$ cat config.mk
export PLATFORM = sky130hd
export DESIGN_NAME = vx_ibuffer_demux
export DESIGN_NICKNAME = d
export VERILOG_FILES = /design/src/rtl/vx_ibuffer_demux.sv
export SDC_FILE = /design/constraint.sdc
export NUM_CORES = 1
export LEC_CHECK = 0
export BUFFER_PORTS_ARGS = -buffer_cell sky130_fd_sc_hd__buf_2
export CORE_ASPECT_RATIO = 0.75
export CORE_MARGIN = 1
export CORE_UTILIZATION = 35
export CTS_CLUSTER_DIAMETER = 80
export DETAILED_ROUTE_END_ITERATION = 6
export GPL_ROUTABILITY_DRIVEN = 0
export PLACE_DENSITY = 0.65
export SLEW_MARGIN = 30
export SYNTH_ARGS = -nofsm -noshare
export SYNTH_HDL_FRONTEND = slang
export SYNTH_SLANG_ARGS = --single-unit
$ cat constraint.sdc
create_clock -name clk -period 3.06 [get_ports clk]
set_input_delay 0.306 -clock clk [delete_from_list [all_inputs] [get_ports clk]]
set_output_delay 0.306 -clock clk [all_outputs]
set_load 0.01 [all_outputs]
$ cat src/rtl/vx_ibuffer_demux.sv
// rtl/vx_ibuffer_demux.sv - per-warp instruction buffer with demuxed valid/ready streams
module vx_ibuffer_demux #(
  parameter int PER_ISSUE_WARPS = 4,
  parameter int DATAW           = 64,
  parameter int IBUF_SIZE       = 4,
  parameter int WIS_W           = (PER_ISSUE_WARPS > 1) ? $clog2(PER_ISSUE_WARPS) : 1,
  parameter int CNT_W           = $clog2(IBUF_SIZE + 1)
) (
  input  logic                             clk,
  input  logic                             reset,
  input  logic                             in_valid,
  input  logic [WIS_W-1:0]                 in_wis,
  input  logic [DATAW-1:0]                 in_data,
  output logic                             in_ready,
  input  logic [PER_ISSUE_WARPS-1:0]       flush,
  output logic [PER_ISSUE_WARPS-1:0]       out_valid,
  output logic [PER_ISSUE_WARPS*DATAW-1:0] out_data,
  input  logic [PER_ISSUE_WARPS-1:0]       out_ready,
  output logic [PER_ISSUE_WARPS-1:0]       ibuf_pop,
  output logic [PER_ISSUE_WARPS*CNT_W-1:0] count
);

  localparam int PTR_W = $clog2(IBUF_SIZE);

  // Per-warp accept condition; depends only on occupancy and flush.
  logic [PER_ISSUE_WARPS-1:0] warp_rdy;

  // Select the accept condition of the addressed warp; out-of-range wis is never ready.
  always_comb begin
    in_ready = 1'b0;
    for (int w = 0; w < PER_ISSUE_WARPS; w++) begin
      if (in_wis == WIS_W'(w)) in_ready = warp_rdy[w];
    end
  end

  for (genvar w = 0; w < PER_ISSUE_WARPS; w++) begin : g_warp
    logic [DATAW-1:0] mem_q [IBUF_SIZE];
    logic [PTR_W-1:0] rptr_q, rptr_d;
    logic [PTR_W-1:0] wptr_q, wptr_d;
    logic [CNT_W-1:0] count_q, count_d;
    logic             full;
    logic             sel;
    logic             push;
    logic             pop;

    assign sel         = (in_wis == WIS_W'(w));
    assign full        = (count_q == CNT_W'(IBUF_SIZE));
    assign warp_rdy[w] = ~full & ~flush[w];
    assign push        = in_valid & sel & warp_rdy[w];
    assign out_valid[w] = (count_q != '0);
    assign pop         = out_valid[w] & out_ready[w] & ~flush[w];
    assign ibuf_pop[w] = pop;

    // Head is a direct RAM read at rptr; writes only target the slot at wptr,
    // so the head cannot change until it is popped.
    assign out_data[w*DATAW +: DATAW] = mem_q[rptr_q];
    assign count[w*CNT_W +: CNT_W]    = count_q;

    // Next-state for pointers and occupancy; flush drops everything still queued.
    always_comb begin
      rptr_d  = rptr_q;
      wptr_d  = wptr_q;
      count_d = count_q;
      if (flush[w]) begin
        rptr_d  = wptr_q;
        count_d = '0;
      end else begin
        if (push) wptr_d = wptr_q + PTR_W'(1);
        if (pop)  rptr_d = rptr_q + PTR_W'(1);
        if (push && !pop)      count_d = count_q + CNT_W'(1);
        else if (!push && pop) count_d = count_q - CNT_W'(1);
      end
    end

    // Pointer and occupancy registers, cleared asynchronously.
    always_ff @(posedge clk or posedge reset) begin
      if (reset) begin
        rptr_q  <= '0;
        wptr_q  <= '0;
        count_q <= '0;
      end else begin
        rptr_q  <= rptr_d;
        wptr_q  <= wptr_d;
        count_q <= count_d;
      end
    end

    // Storage RAM write; contents are not reset since count gates visibility.
    always_ff @(posedge clk) begin
      if (push) mem_q[wptr_q] <= in_data;
    end

    a_no_push_full : assert property (@(posedge clk) disable iff (reset)
      push |-> (count_q < CNT_W'(IBUF_SIZE)));
    a_cnt_bound : assert property (@(posedge clk) disable iff (reset)
      count_q <= CNT_W'(IBUF_SIZE));
    a_pop_valid : assert property (@(posedge clk) disable iff (reset)
      ibuf_pop[w] |-> out_valid[w]);
  end

  a_wis_legal : assert property (@(posedge clk) disable iff (reset)
    in_valid |-> (32'(in_wis) < PER_ISSUE_WARPS));

endmodule

[After elaboration in Yosys (flattened, before gate mapping)]
Memory sizes are Yosys's and may differ from the RTL's.
Index checks and enable logic that the tools add are counted.
Storage, ports and cells
  word-level logic and storage cells: 132
  output and inout bits: 277
  memories: 4
  bits in writable memories: 1024
  bits in registers: 28
  input port bits: 77
Memories
  g_warp[0].mem_q: depth 4, bits a word 64, rd ports 1, clocked after Yosys merged registers in 0, wr ports 1, RTL line 37  | logic [DATAW-1:0] mem_q [IBUF_SIZE];
  g_warp[1].mem_q: depth 4, bits a word 64, rd ports 1, clocked after Yosys merged registers in 0, wr ports 1, RTL line 37
  g_warp[2].mem_q: depth 4, bits a word 64, rd ports 1, clocked after Yosys merged registers in 0, wr ports 1, RTL line 37
  g_warp[3].mem_q: depth 4, bits a word 64, rd ports 1, clocked after Yosys merged registers in 0, wr ports 1, RTL line 37
Operators by class
  eq/ne operators: 7
  bitwise logic cells: 28
  mux-type cells: 32
  reduce and logical (&&, ||, !) cells: 33
  add/subtract/negate cells: 16
Operators by type and width (number)
  two-way mux 3 bit: 12
  nonzero test 3 bit: 8
  AND 1 bit: 20
  adder 2 x 1 -> 2 bit (second input constant): 8
  two-way mux 2 bit: 8
  adder 3 x 1 -> 3 bit (second input constant): 4
  == test 3 bit (second input constant): 4
  two-way mux 1 bit: 12
  subtractor 3 x 1 -> 3 bit (second input constant): 4
  logical AND 1 bit: 8
  zero test 1 bit: 8
  inverter 1 bit: 8
  AND reduction 2 bit: 4
  nonzero test 2 bit: 4
  == test 2 bit (second input constant): 2
  == test 2 x 1 -> 1 bit (second input constant): 1
  zero test 2 bit: 1

[Longest topological paths before layout]
Gate-level depths: netlist of the first run.
  depth in word-level cells: 9
  depth in mapped cells: 9
  depth with buffers taken out: 8

[Worst setup path after synthesis of the first run]
OpenSTA, ideal clock, no wires.
  kind: input-to-reg
  from: input port in_wis[1]
  to: memory g_warp[0].mem_q[2][0] (enable)
  library setup time: 429 ps
  stages on the path: 4
  setup slack: -92 ps
  buffers on the path: 1
  data arrival time: 2723 ps
  path through: or4b_4 > a21oi_2 > buf_4 > and2_1
On the way
  longest elaborated chain between the ends: 5
Ends and longest elaborated chain
  from (decl): RTL line 12  | input logic [WIS_W-1:0] in_wis,
  zero test 2 bit: RTL line 46  | assign sel = (in_wis == WIS_W'(w));
  AND 1 bit (2 in series): RTL line 49  | assign push = in_valid & sel & warp_rdy[w];
  two-way mux 1 bit: RTL line 90  | if (push) mem_q[wptr_q] <= in_data;
  two-way mux 1 bit (not written as such): RTL line 90
  to (decl): RTL line 37
No other way between the ends.

[Final worst setup path of the first run]
  from: register g_warp[3].rptr_q[1]
  to: output port out_data[203]
On the way
  longest elaborated chain between the ends: 1
Ends and longest elaborated chain
  from (decl): RTL line 38  | logic [PTR_W-1:0] rptr_q, rptr_d;
  from (signal assigned): RTL line 82  | rptr_q <= rptr_d;
  memory read (4 x 64 bit)
  to (decl): RTL line 17  | output logic [PER_ISSUE_WARPS*DATAW-1:0] out_data,
No other way between the ends.

==> results of run 1 <==
[area by class of cell]
type | instances | share of cell area [%]
flip-flops and latches | 1052 | 67.34
multi-input cells | 437 | 15.20
repair buffers | 462 | 6.638
clock buffers | 127 | 5.661
well taps | 1444 | 3.865
clock inverters | 64 | 1.159
inverters | 17 | 0.1365
diodes | 1 | 0.005353
[state kept, by name (all words and copies together) (netlist names)]
name            count
g_warp.mem_q     1024
g_warp.count_q     12
g_warp.rptr_q       8
g_warp.wptr_q       8
[stage by stage]
| step | instances | total power, mW | hold slack, ns |
|---|---|---|---|
| final | 3604 | 38.71 | 0.07941 |
| after global placement | 3340 | 27.08 | 0.5348 |
| after CTS | 3603 | 39.42 | 0.01959 |
| after global routing | 3603 | 40.43 | 0.05000 |
| after floorplan | 1575 | 22.86 | 0.3714 |
| after detailed placement | 3340 | 27.30 | 0.4204 |
[cell families after synthesis]
| logic type | share of synthesized area [%] |
|---|---|
| XOR/XNOR | 0.4730 |
| AND/OR/NAND/NOR | 1.281 |
| flip-flops | 80.87 |
| multiplexers | 14.94 |
| buffers and inverters | 0.9620 |
| adder cells (fa/ha/maj) | 0.7207 |
| AO/OA/AOI/OAI | 0.7497 |
[cells in the mapped netlist, types with 5 or more instances]
| master | n | area, um2 |
|---|---|---|
| nand2_1 | 19 | 71.32 |
| and2_1 | 20 | 125.1 |
| inv_1 | 17 | 63.81 |
| buf_4 | 5 | 37.54 |
| clkbuf_1 | 27 | 101.4 |
| ha_1 | 16 | 200.2 |
| buf_1 | 11 | 41.29 |
| edfxtp_1 | 1024 | 30750 |
| mux4_2 | 256 | 5766 |
| xnor2_1 | 12 | 105.1 |
| dfrtp_1 | 28 | 700.7 |
| xor2_1 | 9 | 78.83 |
| a22o_1 | 8 | 70.07 |
| nor2_1 | 24 | 90.09 |
| or3_1 | 7 | 43.79 |
| buf_2 | 26 | 130.1 |
| nand3_1 | 7 | 35.03 |
| o21ai_0 | 16 | 80.08 |
[where the power goes]
part | switching, mW | internal (mW)
Clock | 5.25 | 6.69
Sequential | 0.788 | 16.4
Combinational | 5.06 | 4.57
[metal layers]
metal,share of wire (%),global-route usage (%),vias up
met5,0,0,-
met1,43,20.50,9656
li1,-,-,7701
met2,48,24.68,538
met4,2.0,3.615,0
met3,6.8,4.443,120
[worst max-delay path, stage by stage, from the launching register on]
cell and delay (ns):
dfrtp_4 0.79, buf_12 0.34, mux4_2 0.43, buf_2 0.19
[worst max-delay path by stage]
| stage | start | to | slack, ns |
|---|---|---|---|
| 3_3_place_gp | in_wis[1] | g_warp[0].count_q[2] | 0.49 |
| 3_5_place_dp | in_wis[0] | g_warp[0].count_q[2] | 0.52 |
| 5_1_grt | g_warp[3].rptr_q[1] | out_data[203] | 0.07 |
| 6_report | g_warp[3].rptr_q[1] | out_data[203] | 0.22 |
| 2_1_floorplan | g_warp[2].count_q[0] | g_warp[2].mem_q[0][0] | 0.08 |
| 4_1_cts | g_warp[3].rptr_q[1] | out_data[203] | 0.14 |
==> impl_metrics.tcl, run 1 <==
set metrics [dict create \
    wl_mm 85.69 \
    firstDrtPassIters 5 \
    wl_per_cell_um 23.77 \
    skew_ns 0.02778 \
    fin_ws_ns 0.2239 \
    postRouteAntennaNets 0 \
    grt_max_degree 65 \
    grt_pass1_wl_mm 126.9 \
    routed-via-count 18015 \
    initial_core_util_pct 35.45 \
    clk_path_buf_depth 3 \
    drtIter0Drc 1254 \
    regArea_mm2 0.03148 \
    grt_overflow 0 \
    holdBufCountCts 72 \
    final_nets 2168 \
    synthCells 1575 \
    min_path_type "primary input to register" \
    pre_cts_ws_ns 0.5177 \
    synth_edf_count 1024 \
    cts_max_level 3 \
    numPortBuffers 353 \
    finalCritPeriodShare_pct 92.68 \
    rrSetupSlack_ns 0.53 \
    hpwl_mm 49.48 \
    critPathKind "register to output pin" \
    finalHoldViolCount 0 \
    reg2reg_from "g_warp[2].count_q[2]" \
    clk_pin_slew_ns 0.06 \
    cts_resized 0 \
    yosysWarnings 0 \
    coreArea_mm2 0.1097 \
    postCtsSetupBuffers 0 \
    max_freq_mhz 352.6 \
    p_per_area_mw_per_mm2 828.1 \
    area_delta_synth_final_pct 20.21 \
    ys_types 38 \
    die-area_mm2 0.1125 \
    end_kind "output pin" \
    placed_cell_area_mm2 0.04284 \
    cp_max_fo 33 \
    synthFlopType "edfxtp_1" \
    viasPerCell 4.999 \
    nFillCells 9266 \
    holdPathEnd "g_warp[1].mem_q[0][63]" \
    avgSynthCellArea_um2 24.69 \
    layout-drive-gt1-share_pct 38.17 \
    rows 105 \
    fin_area_mm2 0.04675 \
    finalMaxSlewViolations 0 \
    final_common_cell "edfxtp_1" \
    io_pins 354 \
    yosysSeqAreaShare_pct 80.87 \
    multi_input_area_mm2 0.007104 \
    synth_nets 1672 \
    whs_path_depth 1 \
    tns_ns 0 \
    setup_viol 0 \
    startpoint_type "register" \
    maxCapViolations 0 \
    grt_use_total_pct 15.31 \
    dieWidth_um 386.9 \
    clock-sinks 1052 \
    chipHeight_um 290.7 \
    power.leakage_nw 15.26 \
    worst_pin_slew_ns 0.6644 \
    grt_pass1_vias 19099 \
    cts_root_buffer "clkbuf_16" \
    antenna_found_initial 0 \
    synth.ff_latch_count 1052 \
    relSlewSlack_pct 55.71 \
    numCtsBuffers 101 \
    clk_latency_ns 0.69 \
    finish.utilization_pct 42.62 \
    synth-async-reset-ratio_pct 2.662 \
    netlist_area_mm2 0.03889 \
    drc 0 \
    fin_crit_ns 2.836 \
    holdCritStartpoint "in_data[63]" \
    rr_worst_depth 8 \
    cp.arrival_ns 2.53 \
    outcome "completed" \
    rsz0062_at_grt "false" \
    cts_tree "yes" \
    final_cell_mix "edfxtp_1, buf_2, mux4_2, clkbuf_16, dlygate4sd3_1" \
    timing.rr.end "g_warp[2].count_q[2]" \
    cp.required_ns 2.75 \
    vdd_drop_max_uv 589.9 \
]
(Power assumes the default switching activity.)
==> run 2: changes to the inputs <==
Settings changed: PLACE_DENSITY 0.65 to 0.61.
Clock period 3.06 ns to 2.3 ns, I/O delays scaled along.
==> impl_metrics.tcl, run 2 (same netlist as run 1, synthesis figures left out) <==
set metrics [dict create \
    initial_core_util_pct 35.45 \
    drc 0 \
    clk_latency_ns 0.71 \
    startpoint_type "register" \
    end_kind "output pin" \
    dp.cells 3382 \
    clk_path_buf_depth 3 \
    power.leakage_nw 16.54 \
    outcome "complete, but fails checks" \
    use_met1_pct 22.60 \
    final_nets 2270 \
    power_mw 57.69 \
    power_frac_comb_pct 33.0 \
    firstDrtPassIters 5 \
    coreArea_mm2 0.1097 \
    clock-sinks 1052 \
    cts_root_buffer "clkbuf_16" \
    chipHeight_um 290.7 \
    hpwl_mm 55.22 \
    cp.arrival_ns 2.32 \
    grt_max_degree 66 \
    layout-drive-gt1-share_pct 41.98 \
    p_int_mw 41.07 \
    finalHoldViolCount 0 \
    largest_reg_flops 1024 \
    final_cell_mix "edfxtp_1, mux4_2, buf_6, buf_2, clkbuf_16" \
    cts_max_level 3 \
    pwr-share-seq_pct 38.5 \
    swShare_pct 28.82 \
    vdd_drop_max_uv 1045 \
    grt_util_met2_pct 25.73 \
    finalMaxSlewViolations 0 \
    worst_pin_slew_ns 0.4983 \
    dieWidth_um 386.9 \
    hold_slack_ns 0.1359 \
    fin_crit_ns 2.552 \
    nFillCells 9000 \
    die-area_mm2 0.1125 \
    regMostFlops "g_warp.mem_q" \
    rows 105 \
    numCtsBuffers 102 \
    maxCapViolations 0 \
    finish.utilization_pct 45.44 \
    grt_pass1_wl_mm 133.7 \
    p_per_area_mw_per_mm2 1157 \
    viasPerCell 5.008 \
    fin_cells 3701 \
    skew_ns 0.03159 \
    wl_mm 96.04 \
    fin_ws_ns -0.2515 \
    clockPowerShare_pct 28.5 \
    p_sw_mw 16.63 \
    critPathKind "register to output pin" \
    top_usage_layer "met2" \
    violations "setup timing" \
    top_regs "g_warp.mem_q: 1024 flops, g_warp.count_q: 12 flops" \
    postRouteAntennaNets 0 \
    finalCritPeriodShare_pct 110.9 \
    area_delta_synth_final_pct 28.18 \
    max_freq_mhz 391.9 \
    io_pins 354 \
    grt_use_total_pct 16.38 \
    relSlewSlack_pct 66.78 \
    wl_per_cell_um 25.95 \
    rsz0062_at_grt "true" \
    setup_viol 256 \
    clk_pin_slew_ns 0.06 \
    numPortBuffers 353 \
    grt_pass1_vias 19240 \
    min_path_type "primary input to async pin" \
    final_common_cell "edfxtp_1" \
    grt_use_met3_pct 4.551 \
    cts_tree "yes" \
    grt_overflow 0 \
    routed-via-count 18533 \
    drtIter0Drc 1283 \
    antenna_found_initial 0 \
    cp.required_ns 2.07 \
    cp_max_fo 8 \
]
## run 2: changes by cell type in the layout (fill, tap and decap cells not counted), moves of 5 or more
| cell | change |
|---|---|
| buf_6 | +207 |
| buf_2 | -202 |
| buf_4 | +38 |
| buf_12 | +25 |
| buf_16 | +16 |
| clkbuf_16 | +12 |
| clkbuf_1 | -7 |
| clkinv_2 | -7 |
| dfrtp_1 | -5 |
| dfrtp_2 | +5 |
## run 2: area by class of cell
class	instances	area [um2]	share of cell area, %
timing repair buffer	563	6000	12.04
inverter	17	63.81	0.1280
clock inverter	65	629.4	1.263
tap	1444	1807	3.624
multi-input combinational	437	7201	14.45
clock buffer	122	2659	5.334
sequential	1052	31490	63.17
antenna	1	2.502	0.005020
## run 2: worst paths after layout
path	start	cells after the start	slack (ns)	to
worst max-delay path	g_warp[3].rptr_q[0]	4	-0.25	out_data[247]
worst min-delay path	reset	4	0.14	g_warp[1].count_q[2]
worst max register to register	g_warp[3].count_q[0]	7	0.06	g_warp[3].count_q[2]
worst min register to register	g_warp[0].wptr_q[0]	2	0.58	g_warp[0].rptr_q[0]
max in group asynchronous	reset	4	1.84	g_warp[3].rptr_q[1]
min in group clk	in_wis[1]	5	0.17	g_warp[0].wptr_q[0]
## run 2: worst max-delay path, stage by stage, from the launching register on
cell and delay (ns):
dfrtp_4 0.49, buf_6 0.19, clkbuf_16 0.22, mux4_2 0.55, buf_6 0.14
## run 2: stage by stage
step | setup WS (ns) | instance area (um2) | setup TNS (ns)
4_1_cts | -0.2991 | 48770 | -59.16
3_5_place_dp | -0.04913 | 43420 | -0.04913
2_1_floorplan | 0.002732 | 38970 | 0
3_3_place_gp | 0.03516 | 43420 | 0
6_report | -0.2515 | 49850 | -36.88
5_1_grt | -0.3205 | 49850 | -58.75
## run 2: power by group through the flow
stage | Sequential, mW | Clock (mW) | Combinational (mW)
floorplan | 22.3 | 0 | 8.10
global placement | 22.6 | 0 | 13.8
detailed placement | 22.7 | 0 | 13.9
CTS | 22.2 | 16.9 | 17.1
global route | 22.3 | 17.6 | 20.1
finish | 22.2 | 16.4 | 19.0
## run 2: repair_timing
item	CTS	global route
pin swaps	1	6
endpoints found under the hold margin	1071	0
hold buffers	75	0
setup endpoints to repair	259	263
resized for setup	157	189
setup buffers	24	17
cloned	11	13
## run 2: per-layer routing
| layer | share of wire (%) | vias up | wire length (um) |
|---|---|---|---|
| li1 | - | 7895 | - |
| met1 | 44 | 9965 | 41840 |
| met2 | 48 | 553 | 45720 |
| met3 | 7.1 | 120 | 6844 |
| met4 | 1.7 | 0 | 1636 |
| met5 | 0 | - | 0 |
==> run 3: changes to the inputs <==
Settings changed: ABC_AREA from default to 1, HOLD_SLACK_MARGIN from default to 0.08, PLACE_DENSITY 0.61 to 0.6.
==> impl_metrics.tcl, run 3 <==
set metrics [dict create \
    outcome "complete, but fails checks" \
    violations "setup timing" \
    critPathKind "register to output pin" \
    layout-drive-gt1-share_pct 35.17 \
    worst_pin_slew_ns 0.4856 \
    end_kind "output pin" \
    setup_viol 244 \
    synth.ff_latch_count 1052 \
    top_regs "g_warp.mem_q: 1024 flops, g_warp.count_q: 12 flops" \
    chipHeight_um 293.6 \
    rows 106 \
    cp_max_fo 5 \
    cts_root_buffer "clkbuf_16" \
    fin_ws_ns -0.1548 \
    yosysWarnings 0 \
    grt_use_total_pct 20.49 \
    clk_path_buf_depth 3 \
    clk_latency_ns 0.71 \
    fin_crit_ns 2.455 \
    maxCapViolations 0 \
    power.leakage_nw 18.61 \
    yosysMostFrequentCell "edfxtp_1" \
    ys_top_cells_by_count "edfxtp_1, nor2_1, o21ai_0" \
    routed-via-count 26631 \
    dieWidth_um 390.8 \
    die-area_mm2 0.1147 \
    postRouteAntennaNets 0 \
    initial_core_util_pct 35.45 \
    numPortBuffers 353 \
    synthCells 2742 \
    fin_cells 4964 \
    finalMaxSlewViolations 0 \
    finalHoldViolCount 0 \
    vdd_drop_max_uv 784.2 \
    avgSynthCellArea_um2 14.47 \
    yosysTopAreaCell "edfxtp_1" \
    cts_max_level 3 \
    viasPerCell 5.365 \
    startpoint_type "register" \
    grt_pass1_vias 23783 \
    final_common_cell "edfxtp_1" \
    wl_mm 138.9 \
    numCtsBuffers 103 \
    p_per_area_mw_per_mm2 1350 \
    multi_input_area_mm2 0.009619 \
    cp.arrival_ns 2.22 \
    nFillCells 9528 \
    synth_top_cell_area_share_pct 77.50 \
    synth-async-reset-ratio_pct 2.662 \
    regMostFlops "g_warp.mem_q" \
    largest_reg_flops 1024 \
    ys_types 28 \
    clock-sinks 1052 \
    skew_ns 0.01685 \
    clk_pin_slew_ns 0.07 \
    netlist_area_mm2 0.03968 \
    max_freq_mhz 407.4 \
    synthFlopType "edfxtp_1" \
    regArea_mm2 0.03147 \
    relSlewSlack_pct 67.48 \
    yosysSeqAreaShare_pct 79.27 \
    final_cell_mix "edfxtp_1, nor2_1, buf_2, o21ai_0, o21ai_1" \
    rsz0062_at_grt "true" \
    grt_pass1_wl_mm 169.5 \
    dp.cells 4533 \
    drc 0 \
    grt_max_degree 72 \
    area_delta_synth_final_pct 36.87 \
    io_pins 354 \
    firstDrtPassIters 5 \
    finalCritPeriodShare_pct 106.7 \
    cts_tree "yes" \
    pre_cts_ws_ns 0.3190 \
    cp.required_ns 2.07 \
    synthTopCellsByArea "edfxtp_1, o21ai_0, nor2_1" \
    synth_edf_count 1024 \
    antenna_found_initial 10 \
    hpwl_mm 66.58 \
    final_nets 3467 \
    min_path_type "primary input to async pin" \
    wl_per_cell_um 27.98 \
    drtIter0Drc 2852 \
    synth_nets 2839 \
    coreArea_mm2 0.1119 \
    grt_overflow 0 \
]
## run 3: changes by cell type after synthesis, sizes merged, moves of 16 or more
cell	delta
nor2	+522
o21ai	+508
mux4	-256
o22ai	+256
clkbuf	+81
inv	+44
nand2	+39
buf	+22
and2	-20
nand3	+16
## run 3: power breakdown
group | switching [mW] | internal, mW | total, mW
Combinational | 20.1 | 14.1 | 34.1
Sequential | 0.507 | 21.8 | 22.3
Clock | 7.33 | 9.56 | 16.9
Total | 27.9 | 45.5 | 73.3
## run 3: cell families after synthesis
group	after synthesis	share of synthesized area, %
compound gates	796	10.93
xor+xnor	8	0.1766
fa+ha+maj	20	0.7064
buf+inv	233	2.595
flops	1052	79.27
simple gates	633	6.329
## run 3: layer usage
layer	global-route usage, %	wire length (um)	part of all wire (%)	vias to the layer above
met4	5.069	2686	1.9	0
met2	29.94	60060	43	1330
met3	4.421	14200	10	174
met1	30.89	61940	45	13540
li1	-	-	-	11587
met5	0	0	0	-
## run 3: timing repair
item	in CTS	in global routing
setup endpoints to repair	250	257
setup buffers	39	42
gates cloned	40	61
gates resized for setup	317	747
pin swaps	50	167
endpoints found under the hold margin	1077	0
hold buffers	78	0
## run 3: critical path, stage by stage (launching register included)
cell	delay (ns)
dfrtp_4	0.52
buf_12	0.16
clkinv_16	0.07
buf_16	0.15
buf_12	0.12
nor2_1	0.04
o22ai_1	0.26
buf_2	0.19
## run 3: through the flow
step | hold WS (ns) | util (%) | setup TNS [ns] | power, mW | area [um2]
floorplan | 0.2954 | - | -596.78 | 32.90 | 39720
global placement | 0.3660 | 39.36 | 0 | 41.86 | 44060
detailed placement | 0.3898 | 39.36 | 0 | 41.99 | 44060
CTS | 0.1653 | 45.34 | -35.64 | 65.43 | 50750
global route | 0.2190 | 48.51 | -32.73 | 75.84 | 54300
finish | 0.1971 | 48.51 | -14.97 | 73.34 | 54300
## run 3: worst paths after layout
path                                 startpoint                      to  slack [ns]  cells past startpoint
min reg2reg                g_warp[3].count_q[0]    g_warp[3].count_q[0]        0.52                      1
min in group clk                       flush[0]    g_warp[0].count_q[1]        0.42                      5
min                                       reset     g_warp[0].wptr_q[0]        0.20                      4
max                         g_warp[0].rptr_q[0]            out_data[59]       -0.15                      7
max reg2reg                g_warp[1].count_q[2]  g_warp[1].mem_q[1][44]        0.29                      4
max in group asynchronous                 reset     g_warp[0].rptr_q[0]        1.73                      4
## run 3: area by class of cell
| type | count | area share (%) |
|---|---|---|
| Antenna cell | 3 | 0.01382 |
| Clock buffer | 126 | 4.984 |
| Clock inverter | 58 | 1.060 |
| Inverter | 61 | 0.6014 |
| Multi-Input combinational cell | 1457 | 17.71 |
| Sequential cell | 1052 | 57.95 |
| Tap cell | 1512 | 3.484 |
| Timing Repair Buffer | 693 | 14.11 |
| Timing Repair inverter | 2 | 0.08525 |
